===== src/rtl/func_sweep_ctrl_pkg.sv =====
// Shared definitions for the function sweep sequencer: FSM encoding,
// vector/table widths, the reference truth table and a priority helper.
package func_sweep_ctrl_pkg;

  typedef enum logic [1:0] {
    ST_IDLE = 2'd0,
    ST_RUN  = 2'd1,
    ST_DONE = 2'd2
  } state_t;

  localparam int VEC_W   = 3;
  localparam int TABLE_W = 1 << VEC_W;
  localparam int WAIT_W  = 4;

  // Truth table of a & ~(b & c) indexed by {a,b,c}
  localparam logic [TABLE_W-1:0] EXPECT_DEFAULT = 8'h70;

  // Index of the lowest set bit; 0 when no bit is set
  function automatic logic [VEC_W-1:0] lowest_set(input logic [TABLE_W-1:0] bits);
    logic [VEC_W-1:0] idx;
    idx = '0;
    for (int i = TABLE_W - 1; i >= 0; i--) begin
      if (bits[i]) idx = VEC_W'(i);
    end
    return idx;
  endfunction

endpackage


===== src/rtl/func_sweep_ctrl_func_unit.sv =====
// Combinational function unit under test: s = a & ~(b & c).
module func_unit (
  input  logic i_a,
  input  logic i_b,
  input  logic i_c,
  output logic o_s
);

  assign o_s = i_a & ~(i_b & i_c);

endmodule


===== src/rtl/func_sweep_ctrl.sv =====
// Self-running truth-table sweep of func_unit.
// Steps vec through 0..7, waits SETTLE extra cycles per vector, captures
// each result into table_q and raises done at the end of the sweep.
// Optional checker against EXPECT is built when FUNC_SWEEP_CHECK_EN is defined;
// otherwise mismatch and fail_idx are tied low.
//
// state   | meaning
// IDLE    | waiting for start; table_q holds last (possibly partial) result
// RUN     | sweeping vectors, busy=1
// DONE    | sweep complete, done=1, vec held at 7
module func_sweep_ctrl
  import func_sweep_ctrl_pkg::*;
#(
  parameter int                 SETTLE = 0,
  parameter logic [TABLE_W-1:0] EXPECT = EXPECT_DEFAULT
) (
  input  logic               clk,
  input  logic               rst,
  input  logic               start,
  input  logic               abort,
  output logic               busy,
  output logic               done,
  output logic [VEC_W-1:0]   vec,
  output logic [TABLE_W-1:0] table_q,
  output logic               mismatch,
  output logic [VEC_W-1:0]   fail_idx
);

  localparam logic [WAIT_W-1:0] SETTLE_W = WAIT_W'(SETTLE);
  localparam logic [VEC_W-1:0]  VEC_LAST = VEC_W'(TABLE_W - 1);

  state_t               r_state;
  logic [VEC_W-1:0]     r_vec;
  logic [WAIT_W-1:0]    r_wait;
  logic [TABLE_W-1:0]   r_table;
  logic                 r_busy;
  logic                 r_done;

  logic                 w_s;
  logic                 w_start_acc;
  logic                 w_sample;
  logic                 w_last;
  logic [TABLE_W-1:0]   w_table_next;

  func_unit u_func_unit (
    .i_a (r_vec[2]),
    .i_b (r_vec[1]),
    .i_c (r_vec[0]),
    .o_s (w_s)
  );

  // abort beats sampling, so a sample only counts when abort is low
  assign w_start_acc = start && (r_state != ST_RUN);
  assign w_sample    = (r_state == ST_RUN) && !abort && (r_wait == SETTLE_W);
  assign w_last      = w_sample && (r_vec == VEC_LAST);

  // Table as it will look after the current sample lands
  always_comb begin
    w_table_next        = r_table;
    w_table_next[r_vec] = w_s;
  end

  // Sweep FSM with registered status outputs
  always_ff @(posedge clk or posedge rst) begin
    if (rst) begin
      r_state <= ST_IDLE;
      r_vec   <= '0;
      r_wait  <= '0;
      r_table <= '0;
      r_busy  <= 1'b0;
      r_done  <= 1'b0;
    end else begin
      case (r_state)
        ST_IDLE, ST_DONE: begin
          if (start) begin
            r_state <= ST_RUN;
            r_vec   <= '0;
            r_wait  <= '0;
            r_table <= '0;
            r_busy  <= 1'b1;
            r_done  <= 1'b0;
          end
        end
        ST_RUN: begin
          if (abort) begin
            r_state <= ST_IDLE;
            r_vec   <= '0;
            r_wait  <= '0;
            r_busy  <= 1'b0;
          end else if (r_wait != SETTLE_W) begin
            r_wait <= r_wait + 1'b1;
          end else begin
            r_table <= w_table_next;
            r_wait  <= '0;
            if (r_vec == VEC_LAST) begin
              r_state <= ST_DONE;
              r_busy  <= 1'b0;
              r_done  <= 1'b1;
            end else begin
              r_vec <= r_vec + 1'b1;
            end
          end
        end
        default: begin
          r_state <= ST_IDLE;
          r_vec   <= '0;
          r_wait  <= '0;
          r_busy  <= 1'b0;
          r_done  <= 1'b0;
        end
      endcase
    end
  end

`ifdef FUNC_SWEEP_CHECK_EN
  logic               r_mismatch;
  logic [VEC_W-1:0]   r_fail_idx;
  logic [TABLE_W-1:0] w_diff;

  assign w_diff = w_table_next ^ EXPECT;

  // Compare the completed table on the edge that raises done
  always_ff @(posedge clk or posedge rst) begin
    if (rst) begin
      r_mismatch <= 1'b0;
      r_fail_idx <= '0;
    end else if (w_start_acc) begin
      r_mismatch <= 1'b0;
      r_fail_idx <= '0;
    end else if (w_last) begin
      r_mismatch <= |w_diff;
      r_fail_idx <= lowest_set(w_diff);
    end
  end

  assign mismatch = r_mismatch;
  assign fail_idx = r_fail_idx;
`else
  // EXPECT has no effect without the checker; the reduction keeps it referenced
  assign mismatch = 1'b0 & (^EXPECT);
  assign fail_idx = '0;
`endif

  assign busy    = r_busy;
  assign done    = r_done;
  assign vec     = r_vec;
  assign table_q = r_table;

endmodule


===== config.mk =====
export PLATFORM = sky130hd
export DESIGN_NAME = func_sweep_ctrl
export DESIGN_NICKNAME = d
export VERILOG_FILES = /design/src/rtl/func_sweep_ctrl_pkg.sv /design/src/rtl/func_sweep_ctrl_func_unit.sv /design/src/rtl/func_sweep_ctrl.sv
export SDC_FILE = /design/constraint.sdc
export NUM_CORES = 1
export LEC_CHECK = 0
export ABC_AREA = 1
export CORE_MARGIN = 3
export CORE_UTILIZATION = 51
export CTS_CLUSTER_SIZE = 24
export DETAILED_ROUTE_END_ITERATION = 7
export MAX_ROUTING_LAYER = met4
export PLACE_DENSITY = 0.85
export SETUP_SLACK_MARGIN = 0.02
export SYNTH_ARGS = -nofsm -noshare
export SYNTH_HDL_FRONTEND = slang
export SYNTH_SLANG_ARGS = --single-unit
export TNS_END_PERCENT = 30

===== constraint.sdc =====
create_clock -name clk -period 2.1 [get_ports clk]
set_clock_uncertainty 0.2 [all_clocks]
set_input_delay 0.525 -clock clk [delete_from_list [all_inputs] [get_ports clk]]
set_output_delay 0.525 -clock clk [all_outputs]
set_load 0.02 [all_outputs]

## Yosys cells after proc, flatten, opt, wreduce, memory -nomap -nowiden

Cells that the tools add are included.

- Add/subtract/negate cells: 2
- $lt $le $gt $ge: 2
- Eq/ne operators: 10
- Mux-type cells: 31
- Bitwise gates (word level): 3
- Reduce and logical (&&, ||, !) cells: 9

Operators with widths:

| kind | number |
|---|---|
| 8-bit 2-to-1 mux | 3 |
| 8-bit one-hot mux with 2 select lines | 1 |
| 3-bit 2-to-1 mux | 4 |
| 4-bit 2-to-1 mux | 3 |
| 1-bit 2-to-1 mux | 9 |
| 8-bit bitwise mux | 1 |
| 2-bit 2-to-1 mux | 4 |
| 4-bit one-hot mux with 2 select lines | 1 |
| 4-bit AND reduction | 2 |
| 2-bit inequality test (second input constant) | 3 |
| 3-bit inequality test (second input constant) | 2 |
| 3-bit one-hot mux with 2 select lines | 1 |
| 3-bit AND reduction | 2 |
| 4-bit by 1-bit adder with 4-bit output (second input constant) | 1 |
| 3-bit by 4-bit less-than comparator with 1-bit output (second input constant) | 1 |
| 1-bit one-hot mux with 2 select lines | 2 |
| 2-bit one-hot mux with 2 select lines | 1 |
| 4-bit nonzero test | 1 |
| 3-bit by 1-bit adder with 3-bit output (second input constant) | 1 |
| 1-bit demux with 3-bit select | 1 |
| 3-bit equality test (second input constant) | 1 |
| 3-bit by 1-bit greater-or-equal comparator with 1-bit output (second input constant) | 1 |
| 3-bit by 2-bit inequality test with 1-bit output (second input constant) | 1 |
| 1-bit AND | 2 |
| other kinds (8) | 8 |

- Register bits: 19
- Output and inout bits: 17

## Longest topological paths before layout

Gate-level depths: netlist of run 1.

- Depth after elaboration: 8
- Depth in mapped cells: 8
- Gate-level depth less buffers: 8

## Cells and area by module

A second synthesis of run 1 with hierarchy kept.

- Cell total of the unflattened synthesis: 158
- Area, all modules: 1206.2 sq um

Modules (own cells, without submodules):

| module | instances | cells an instance | area each (sq um) |
|---|---|---|---|
| func_sweep_ctrl | 1 | 156 | 1193.6 |
| func_unit | 1 | 2 | 12.5 |

## Least setup slack after synthesis of run 1

No wires, ideal clock.

- Path type: register to register
- Start: register r_vec[0] (netlist: vec[0])
- End: register r_table[0] (netlist: table_q[0])
- Setup time: 0.066 ns
- Data arrival time: 1.354 ns
- Setup slack: 0.480 ns
- Stages on the path, launching flop included: 8
- Clock period less this slack: 1.620 ns
- Cells stage by stage: dfrtp_1 > ha_1 > inv_1 > ha_1 > inv_1 > nor2_1 > nand4_1 > nand2_1

- Longest elaborated chain between the ends: 8

RTL lines:

| what | RTL line | source |
|---|---|---|
| start, declared | func_sweep_ctrl.sv:33 | `logic [VEC_W-1:0] r_vec;` |
| start signal, assigned | func_sweep_ctrl.sv:100 | `r_vec <= r_vec + 1'b1;` |
| 3-bit by 4-bit less-than comparator with 1-bit output (implied by the code) or 3-bit by 1-bit greater-or-equal comparator with 1-bit output (tied branches) | func_sweep_ctrl.sv:60 | `w_table_next[r_vec] = w_s;` |
| 1-bit logical AND (implied by the code) | func_sweep_ctrl.sv:60 |  |
| 1-bit 2-to-1 mux (implied by the code) | func_sweep_ctrl.sv:60 |  |
| 1-bit demux with 3-bit select | func_sweep_ctrl.sv:60 |  |
| 8-bit bitwise mux (*) | func_sweep_ctrl.sv:60 |  |
| 8-bit 2-to-1 mux (*) | func_sweep_ctrl.sv:90 | `end else if (r_wait != SETTLE_W) begin` |
| 8-bit 2-to-1 mux (*) | func_sweep_ctrl.sv:85 | `if (abort) begin` |
| 8-bit one-hot mux with 2 select lines (*) | func_sweep_ctrl.sv:73 | `case (r_state)` |
| end signal, assigned | func_sweep_ctrl.sv:93 | `r_table <= w_table_next;` |
| end, declared | func_sweep_ctrl.sv:35 | `logic [TABLE_W-1:0] r_table;` |

Every way passes the cells marked *; elsewhere a longest branch is shown, timed or not. The select of a mux whose other input is x is not followed.
A chain may end at the register's enable or synchronous reset.

## Worst setup path in the final report of run 1

- Start: register r_table[7] (netlist: table_q[7])
- End: output port table_q[7]

RTL lines:

| what | RTL line | source |
|---|---|---|
| end, declared | func_sweep_ctrl.sv:24 | `output logic [TABLE_W-1:0] table_q,` |

No word-level cell between the ends.

==> flow_summary.json, run 1 <==
{
  "outcome": "finished clean",
  "final_hold_viol_count": 0,
  "synthSimpleGateAreaFrac_pct": 36.0,
  "wl_per_cell_microns": 11.5,
  "cts_tree": "done",
  "drt_first_pass_iters": 4,
  "synth_mux_area_share_pct": 0,
  "start_kind": "flop",
  "h-tree-depth": 1,
  "setup_viol": 0,
  "vias": 1023,
  "critPathLaunch": "table_q[7]",
  "min_from": "table_q[2]",
  "layout_worst_path_cycle_share_pct": 95.4,
  "drv_cap": 0,
  "grt_use_total_pct": 20.1,
  "multiInputGateArea_sq_um": 549,
  "synth_cells": 158,
  "ys_types": 18,
  "synth_top_cell_by_area": "dfrtp_1",
  "ir_worst_vdd_mv": 0.471,
  "critPathKind": "reg2out",
  "grt_pass1_wl_microns": 4060,
  "n_antenna_cell": 0,
  "min_path_type": "reg2reg",
  "cts_buffer_depth": 2,
  "ys_ff_latch": 19,
  "critPathMaxFanout": 2,
  "antenna_found_initial": 0,
  "drt-total-wl_microns": 2320,
  "cts-root-buf": "clkbuf_4",
  "worst_ep_required_time_ns": 1.37,
  "synth_most_common_cell": "nand2_1",
  "fin_cells": 201,
  "cp_data_arrival_time_ns": 1.28,
  "start_util_pct": 56.5,
  "synthTopCellsByCount": "48 x nand2_1, 19 x dfrtp_1, 18 x inv_1",
  "first_iter_violations": 28,
  "synth-edff-count": 0,
  "min_period_ns": 2.00,
  "dieArea_sq_mm": 0.00289,
  "io_buffers": 16,
  "power_density_mw_per_mm2": 660,
  "drcViolationCount": 0,
  "slew_viol_final": 0,
  "core_area_sq_mm": 0.00206,
  "rsz0062_at_grt": "no",
  "pin_count": 21,
  "ys_warn_count": 0,
  "crit_path_end_kind": "output pin",
  "synth_top_family_by_area": "simple AND/OR/NAND/NOR gates",
  "async_flop_share_pct": 100,
  "drtAntennaViolNets": 0,
  "grt_pass1_vias": 988,
  "critPathTopFamily": "buffers and inverters",
  "path_clk_slew_ns": 0.10,
  "synth_fa_ha_area_share_pct": 5.37,
  "grt_max_degree": 20,
  "die_w_microns": 53.8,
  "synth_flop_cell": "dfrtp_1",
  "synth.area.top_cells": "dfrtp_1 41%, nand2_1 15%, nand3_1 7.3%",
  "rows": 16,
  "path_cells": "clkdlybuf4s50_1",
  "worst_path_max_delay_cell": "clkdlybuf4s50_1",
  "post-place-cells": 197,
  "die_y_microns": 53.8,
  "crit_path_max_incr_delay_ns": 0.62,
  "tns_ns": 0,
  "tightest_slew_ns": 0.516,
  "clk_latency_ns": 0.29,
  "cts_buffers": 3,
  "synth_top_area_share_pct": 40.8,
  "reg2reg_from": "vec[0]",
  "fillers": 177,
  "synthToLayoutAreaGrowth_pct": 15.1,
  "gp_congestion": 0.920,
  "dp_hpwl_microns": 1760,
  "cts.sinks": 19,
  "drive_above_1_share_pct": 7.47,
  "p_leak_nw": 0.718,
  "viasPerCell": 5.09,
  "yosysSeqAreaShare_pct": 40.8,
  "nNetsFinal": 184,
  "fmax_mhz": 499,
  "synth_compound_area_share_pct": 3.01,
  "grt-ovfl-total": 0,
  "syn_area_per_cell_sq_um": 7.37,
  "relSlewSlack_pct": 65.4,
  "synth_area_sq_mm": 0.00116,
  "worst-path-buf-inv": 1,
  "register_area_sq_um": 477,
  "synth_xor_area_share_pct": 1.50
}
[logic make-up (layout without fill, tap and decap cells)]
kind of cell | Yosys count | in the layout
flip-flops | 19 | 19
other | 1 | 4
AND/OR/NAND/NOR | 94 | 94
XOR/XNOR | 2 | 2
AO/OA/AOI/OAI | 7 | 7
adder cells (fa/ha/maj) | 5 | 5
buffers and inverters | 30 | 43
[path summary, 6_finish.rpt]
check                        endpoint  slack (ns)  cells past startpoint
min                        table_q[2]        0.28                      2
min reg2reg                table_q[2]        0.28                      2
max reg2reg                table_q[0]        0.19                      7
max                        table_q[7]         0.1                      1
max in group asynchronous      vec[1]        1.15                      3
min in group asynchronous  table_q[5]        0.34                      3
[where the power goes]
| part | switching (mW) | internal, mW | leakage [nW] |
|---|---|---|---|
| combinational | 0.191 | 0.0899 | 0.444 |
| sequential | 0.0319 | 0.389 | 0.259 |
| clock | 0.110 | 0.0740 | 0.0150 |
[area by class of cell]
class                   instances  area share, %
multi-input cells             112           41.0
flip-flops and latches         19           35.5
repair buffers                 19           13.4
inverters                      20           5.60
well taps                      27           2.52
clock buffers                   4           1.96
[per-layer routing]
layer  track usage, %  vias up  part of all wire [%]
li1                 -      525                     -
met2             32.7       29                    47
met3             2.49        6                   4.6
met1             24.2      463                    47
met4             10.6        0                   2.4
met5                -        -                     0
[registers in the layout (all words and copies together), names as in the netlist]
register  count
table_q       8
r_wait        4
vec           3
r_state       2
busy          1
done          1
[what timing repair did]
action                                  CTS  global route
resized for setup                         3             0
endpoints found under the setup margin    2             0
buffers inserted                          0             0
hold endpoints to repair                  0             0
hold buffers                              0             0
[layout by cell type, fill, tap and decap left out]
cell type,n
nand3_1,17
nor2_1,13
nor2_2,1
inv_2,2
o21ai_0,6
clkbuf_1,1
clkdlybuf4s50_1,14
ha_1,5
dfrtp_2,1
inv_1,18
dlygate4sd2_1,2
dfrtp_1,18
xor2_1,2
conb_1,4
nor2_4,1
a21oi_1,1
buf_4,3
nand2_1,48
nand2_2,2
nand4_1,12
clkbuf_4,3
[per-stage QoR]
step | utilization, % | setup WS (ns) | instance area [sq um] | total power, mW | hold WS [ns]
floorplan | - | 0.480 | 1180 | 0.662 | 0.276
global placement | 63.8 | 0.180 | 1320 | 0.703 | 0.256
detailed placement | 63.8 | 0.166 | 1320 | 0.711 | 0.262
CTS | 65.0 | 0.0870 | 1340 | 0.895 | 0.287
global route | 65.0 | 0.0573 | 1340 | 0.954 | 0.310
finish | 65.0 | 0.0970 | 1340 | 0.885 | 0.281
(Power assumes the default switching activity.)
==> run 2, diff against run 1 <==
--- a/config.mk
+++ b/config.mk
@@ -11,7 +11,7 @@
 export CTS_CLUSTER_SIZE = 24
 export DETAILED_ROUTE_END_ITERATION = 7
 export MAX_ROUTING_LAYER = met4
-export PLACE_DENSITY = 0.85
+export PLACE_DENSITY_LB_ADDON = 0.15
 export SETUP_SLACK_MARGIN = 0.02
 export SYNTH_ARGS = -nofsm -noshare
 export SYNTH_HDL_FRONTEND = slang
==> run 2 against run 1 <==
- register-to-register slack improved by 0.17 ns
- sequential share of layout area fell by 0.71 points
- fmax rose by 0.43%
- final area rose by 1.8%
- clock power barely moved
- flip-flop and latch count did not move
- via count barely moved
- routed wire length fell by 6.4%
==> flow_summary.json, run 2 (synthesized netlist as in run 1, its figures left out) <==
{
  "worst-path-stages": 1,
  "crit_path_end_kind": "output pin",
  "power_density_mw_per_mm2": 657,
  "final_common_cell": "nand2_1",
  "cts_tree": "done",
  "setup_viol": 0,
  "min_period_ns": 1.99,
  "die_y_microns": 53.8,
  "outcome": "finished clean",
  "r2r_slack_ns": 0.36,
  "cts-root-buf": "clkbuf_4",
  "fmax_mhz": 501,
  "postLayoutCoreUtil_pct": 66.2,
  "total_power_mw": 0.897,
  "n_antenna_cell": 0,
  "p_leak_nw": 0.727,
  "critPathTopFamily": "buffers and inverters",
  "layout_worst_path_cycle_share_pct": 95.0,
  "rsz0062_at_grt": "no",
  "reg2reg_from": "vec[0]",
  "die_w_microns": 53.8,
  "path_cells": "clkdlybuf4s50_1",
  "worst-path-buf-inv": 1,
  "cts_setup_buffers": 0,
  "grt_pass1_vias": 920,
  "min_from": "table_q[4]",
  "start_util_pct": 56.5,
  "cp_data_arrival_time_ns": 1.27,
  "ctsHoldBuffers": 0,
  "dieArea_sq_mm": 0.00289,
  "nNetsFinal": 187,
  "core_area_sq_mm": 0.00206,
  "cts_buffers": 3,
  "reg2regPathDepth": 9,
  "worst_path_max_delay_cell": "clkdlybuf4s50_1",
  "start_kind": "flop",
  "ir_worst_vdd_mv": 0.483,
  "critPathMaxFanout": 2,
  "layout_setup_ws_ns": 0.106,
  "first_iter_violations": 18,
  "drcViolationCount": 0,
  "tns_ns": 0,
  "cts_buffer_depth": 2,
  "antenna_found_initial": 0,
  "drt-total-wl_microns": 2170,
  "path_clk_slew_ns": 0.10,
  "synthToLayoutAreaGrowth_pct": 17.2,
  "final_hold_viol_count": 0,
  "grt_pass1_wl_microns": 3750,
  "cts.sinks": 19,
  "crit_path_max_incr_delay_ns": 0.60,
  "wl_per_cell_microns": 10.6,
  "endpoint": "table_q[0]",
  "slew_viol_final": 0,
  "rows": 16,
  "drtAntennaViolNets": 0,
  "dp_hpwl_microns": 1630,
  "vias": 1024,
  "drt_first_pass_iters": 4,
  "grt_use_total_pct": 18.4,
  "h-tree-depth": 1,
  "grt_max_degree": 20,
  "pin_count": 21,
  "io_buffers": 16,
  "critPathLaunch": "table_q[0]",
  "grt-ovfl-total": 0,
  "largest_reg_flops": 8,
  "gp_congestion": 0.839,
  "drv_cap": 0,
  "min_path_type": "reg2reg",
  "critPathKind": "reg2out",
  "fin_cells": 204,
  "worst_ep_required_time_ns": 1.37,
  "clk_latency_ns": 0.29,
  "cts_resized": 0,
  "mostFrequentLayoutCells": "48 x nand2_1, 19 x dfrtp_1, 18 x inv_1, 17 x nand3_1, 16 x clkdlybuf4s50_1",
  "r2r_end": "vec[0]",
  "viasPerCell": 5.02,
  "post-place-ws_ns": 0.139,
  "post-place-cells": 200,
  "drive_above_1_share_pct": 8.47
}
## run 2: layer usage
metal | part of all wire, % | GRT usage [%] | up-vias
li1 | - | - | 533
met1 | 49 | 24.0 | 467
met2 | 46 | 28.2 | 22
met3 | 4.1 | 2.49 | 2
met4 | 1.1 | 8.51 | 0
met5 | 0 | - | -
## run 2: through the flow
step / hold WS [ns] / instance area, sq um
2_1_floorplan: 0.276 / 1180
3_3_place_gp: 0.255 / 1340
3_5_place_dp: 0.261 / 1340
4_1_cts: 0.288 / 1370
5_1_grt: 0.299 / 1370
6_report: 0.281 / 1370
## run 2: power breakdown
group	switching [mW]	leakage [nW]	internal, mW	total [mW]
sequential	0.0179	0.260	0.389	0.407
combinational	0.206	0.452	0.103	0.310
clock	0.107	0.0150	0.0739	0.181
total	0.331	0.727	0.566	0.897
## run 2: layout make-up
class / count / area (sq um)
Sequential cell: 19 / 475
Multi-Input combinational cell: 112 / 549
Timing Repair Buffer: 22 / 205
Tap cell: 27 / 33.8
Inverter: 20 / 75.1
Fill cell: 182 / 697
Clock buffer: 4 / 26.3
## run 2: worst min-delay path by stage
stage                       to  slack [ns]  depth (start not counted)
finish              table_q[4]        0.28                          2
global placement    table_q[2]        0.26                          2
floorplan                 busy        0.28                          1
CTS                 table_q[4]        0.29                          2
detailed placement  table_q[4]        0.26                          2
global route        table_q[1]        0.30                          2
## run 2: worst reg2reg max path, stage by stage (launching register included)
cell	delay [ns]
dfrtp_1	0.39
buf_4	0.16
ha_1	0.21
ha_1	0.19
inv_1	0.06
nor2_1	0.03
nand2_1	0.12
nand3_1	0.13
nand2_1	0.08
nand2_1	0.05
==> run 3, diff against run 2 <==
--- a/config.mk
+++ b/config.mk
@@ -7,7 +7,8 @@
 export LEC_CHECK = 0
 export ABC_AREA = 1
 export CORE_MARGIN = 3
-export CORE_UTILIZATION = 51
+export CORE_UTILIZATION = 54
+export CTS_BUF_LIST = sky130_fd_sc_hd__clkbuf_8
 export CTS_CLUSTER_SIZE = 24
 export DETAILED_ROUTE_END_ITERATION = 7
 export MAX_ROUTING_LAYER = met4
==> run 3 against run 2 <==
- clock-buffer cell count shrank 1
- first-iteration DRC count fell by 22%
- setup slack better by 0.051 ns
- via count about the same
- flip-flop and latch count unchanged
- register-to-register slack worse by 0.04 ns
- fmax rose by 2.6%
- critical path depth unchanged
- critical endpoint is now busy
- largest cell class unchanged
- largest power group unchanged
==> flow_summary.json, run 3 (synthesized netlist as in run 1, its figures left out) <==
{
  "post-place-ws_ns": 0.149,
  "vias": 1025,
  "outcome": "finished clean",
  "dp_hpwl_microns": 1780,
  "start_kind": "flop",
  "fin_cells": 205,
  "wl_per_cell_microns": 11.8,
  "synthToLayoutAreaGrowth_pct": 19.4,
  "clk_latency_ns": 0.25,
  "grt_use_total_pct": 20.8,
  "critPathKind": "reg2out",
  "reg2reg_from": "vec[0]",
  "layout_setup_ws_ns": 0.157,
  "min_period_ns": 1.94,
  "die_w_microns": 52.4,
  "path_cells": "clkdlybuf4s50_1",
  "cts.sinks": 19,
  "fmax_mhz": 515,
  "cts-root-buf": "clkbuf_8",
  "largest_reg_flops": 8,
  "route.met3.wl_microns": 69,
  "antenna_found_initial": 0,
  "grt_pass1_vias": 1004,
  "ctsHoldBuffers": 0,
  "worst_path_max_delay_cell": "clkdlybuf4s50_1",
  "drt_first_pass_iters": 4,
  "start_util_pct": 58.2,
  "cts_buffer_depth": 2,
  "cts_resized": 0,
  "grt_pass1_wl_microns": 4250,
  "min_from": "table_q[5]",
  "grt-ovfl-total": 0,
  "final_common_cell": "nand2_1",
  "worst-path-stages": 1,
  "layout_worst_path_cycle_share_pct": 92.5,
  "drcViolationCount": 0,
  "first_iter_violations": 14,
  "crit_path_max_incr_delay_ns": 0.61,
  "power_density_mw_per_mm2": 698,
  "mostFrequentLayoutCells": "48 x nand2_1, 19 x inv_1, 19 x dfrtp_1, 17 x nand3_1, 16 x clkdlybuf4s50_1",
  "post-place-cells": 201,
  "io_buffers": 16,
  "p_leak_nw": 0.744,
  "h-tree-depth": 1,
  "critPathTopFamily": "buffers and inverters",
  "viasPerCell": 5.00,
  "pin_count": 21,
  "final_hold_viol_count": 0,
  "rows": 16,
  "slew_viol_final": 0,
  "cts_buffers": 3,
  "holdPathStages": 2,
  "gp_congestion": 0.836,
  "drt-total-wl_microns": 2430,
  "cts_tree": "done",
  "holdWs_ns": 0.272,
  "setup_viol": 0,
  "wl_met1_microns": 1170,
  "path_clk_slew_ns": 0.07,
  "wl_met2_microns": 1180,
  "rsz0062_at_grt": "no",
  "critPathLaunch": "busy",
  "grt_max_degree": 20,
  "reg2regPathDepth": 9,
  "crit_path_end_kind": "output pin",
  "ir_worst_vdd_mv": 0.501,
  "cts_setup_buffers": 0,
  "core_area_sq_mm": 0.00200,
  "critPathMaxFanout": 2,
  "worst_ep_required_time_ns": 1.37,
  "dieArea_sq_mm": 0.00275,
  "drv_cap": 0,
  "maxUsedRoutingLayer": "met4",
  "nNetsFinal": 188,
  "worst-path-buf-inv": 1,
  "die_y_microns": 52.4,
  "n_antenna_cell": 0,
  "drtAntennaViolNets": 0,
  "cp_data_arrival_time_ns": 1.22,
  "drive_above_1_share_pct": 8.99,
  "min_path_type": "reg2reg",
  "tns_ns": 0
}
==> run 3: changes by cell type in the layout (fill, tap and decap cells not counted), sizes merged <==
cell,change
buf,+1
clkbuf,-1
inv,+1
==> run 3: power breakdown <==
part           internal, mW  switching (mW)  total [mW]
clock                 0.130           0.115       0.244
sequential            0.389          0.0199       0.409
combinational         0.107           0.210       0.317
total                 0.626           0.344       0.970
==> run 3: path summary, 6_finish.rpt <==
| path | end | slack (ns) |
|---|---|---|
| min in group asynchronous | table_q[2] | 0.39 |
| max | busy | 0.16 |
| min reg2reg | table_q[5] | 0.27 |
| max in group asynchronous | table_q[7] | 1.09 |
| max reg2reg | table_q[6] | 0.32 |
| min | table_q[5] | 0.27 |
==> run 3: metal layers <==
layer  vias to the layer above  track usage (%)
li1                        534                -
met1                       473             27.3
met2                        16             34.5
met3                         2             2.85
met4                         0             4.26
met5                         -                -
==> run 3: layout make-up <==
type	instances	area, sq um
clock buffers	3	41.3
inverters	20	75.1
repair buffers	23	213
multi-input cells	112	549
clock inverters	1	3.75
well taps	27	33.8
flip-flops and latches	19	475
fillers	163	611
==> run 3: metrics by stage <==
| stage | power [mW] | area [sq um] | utilization (%) |
|---|---|---|---|
| after CTS | 0.984 | 1390 | 69.5 |
| after global routing | 1.03 | 1390 | 69.5 |
| after detailed placement | 0.731 | 1350 | 67.3 |
| final | 0.971 | 1390 | 69.5 |
| after global placement | 0.722 | 1350 | 67.3 |
| after floorplan | 0.662 | 1180 | - |
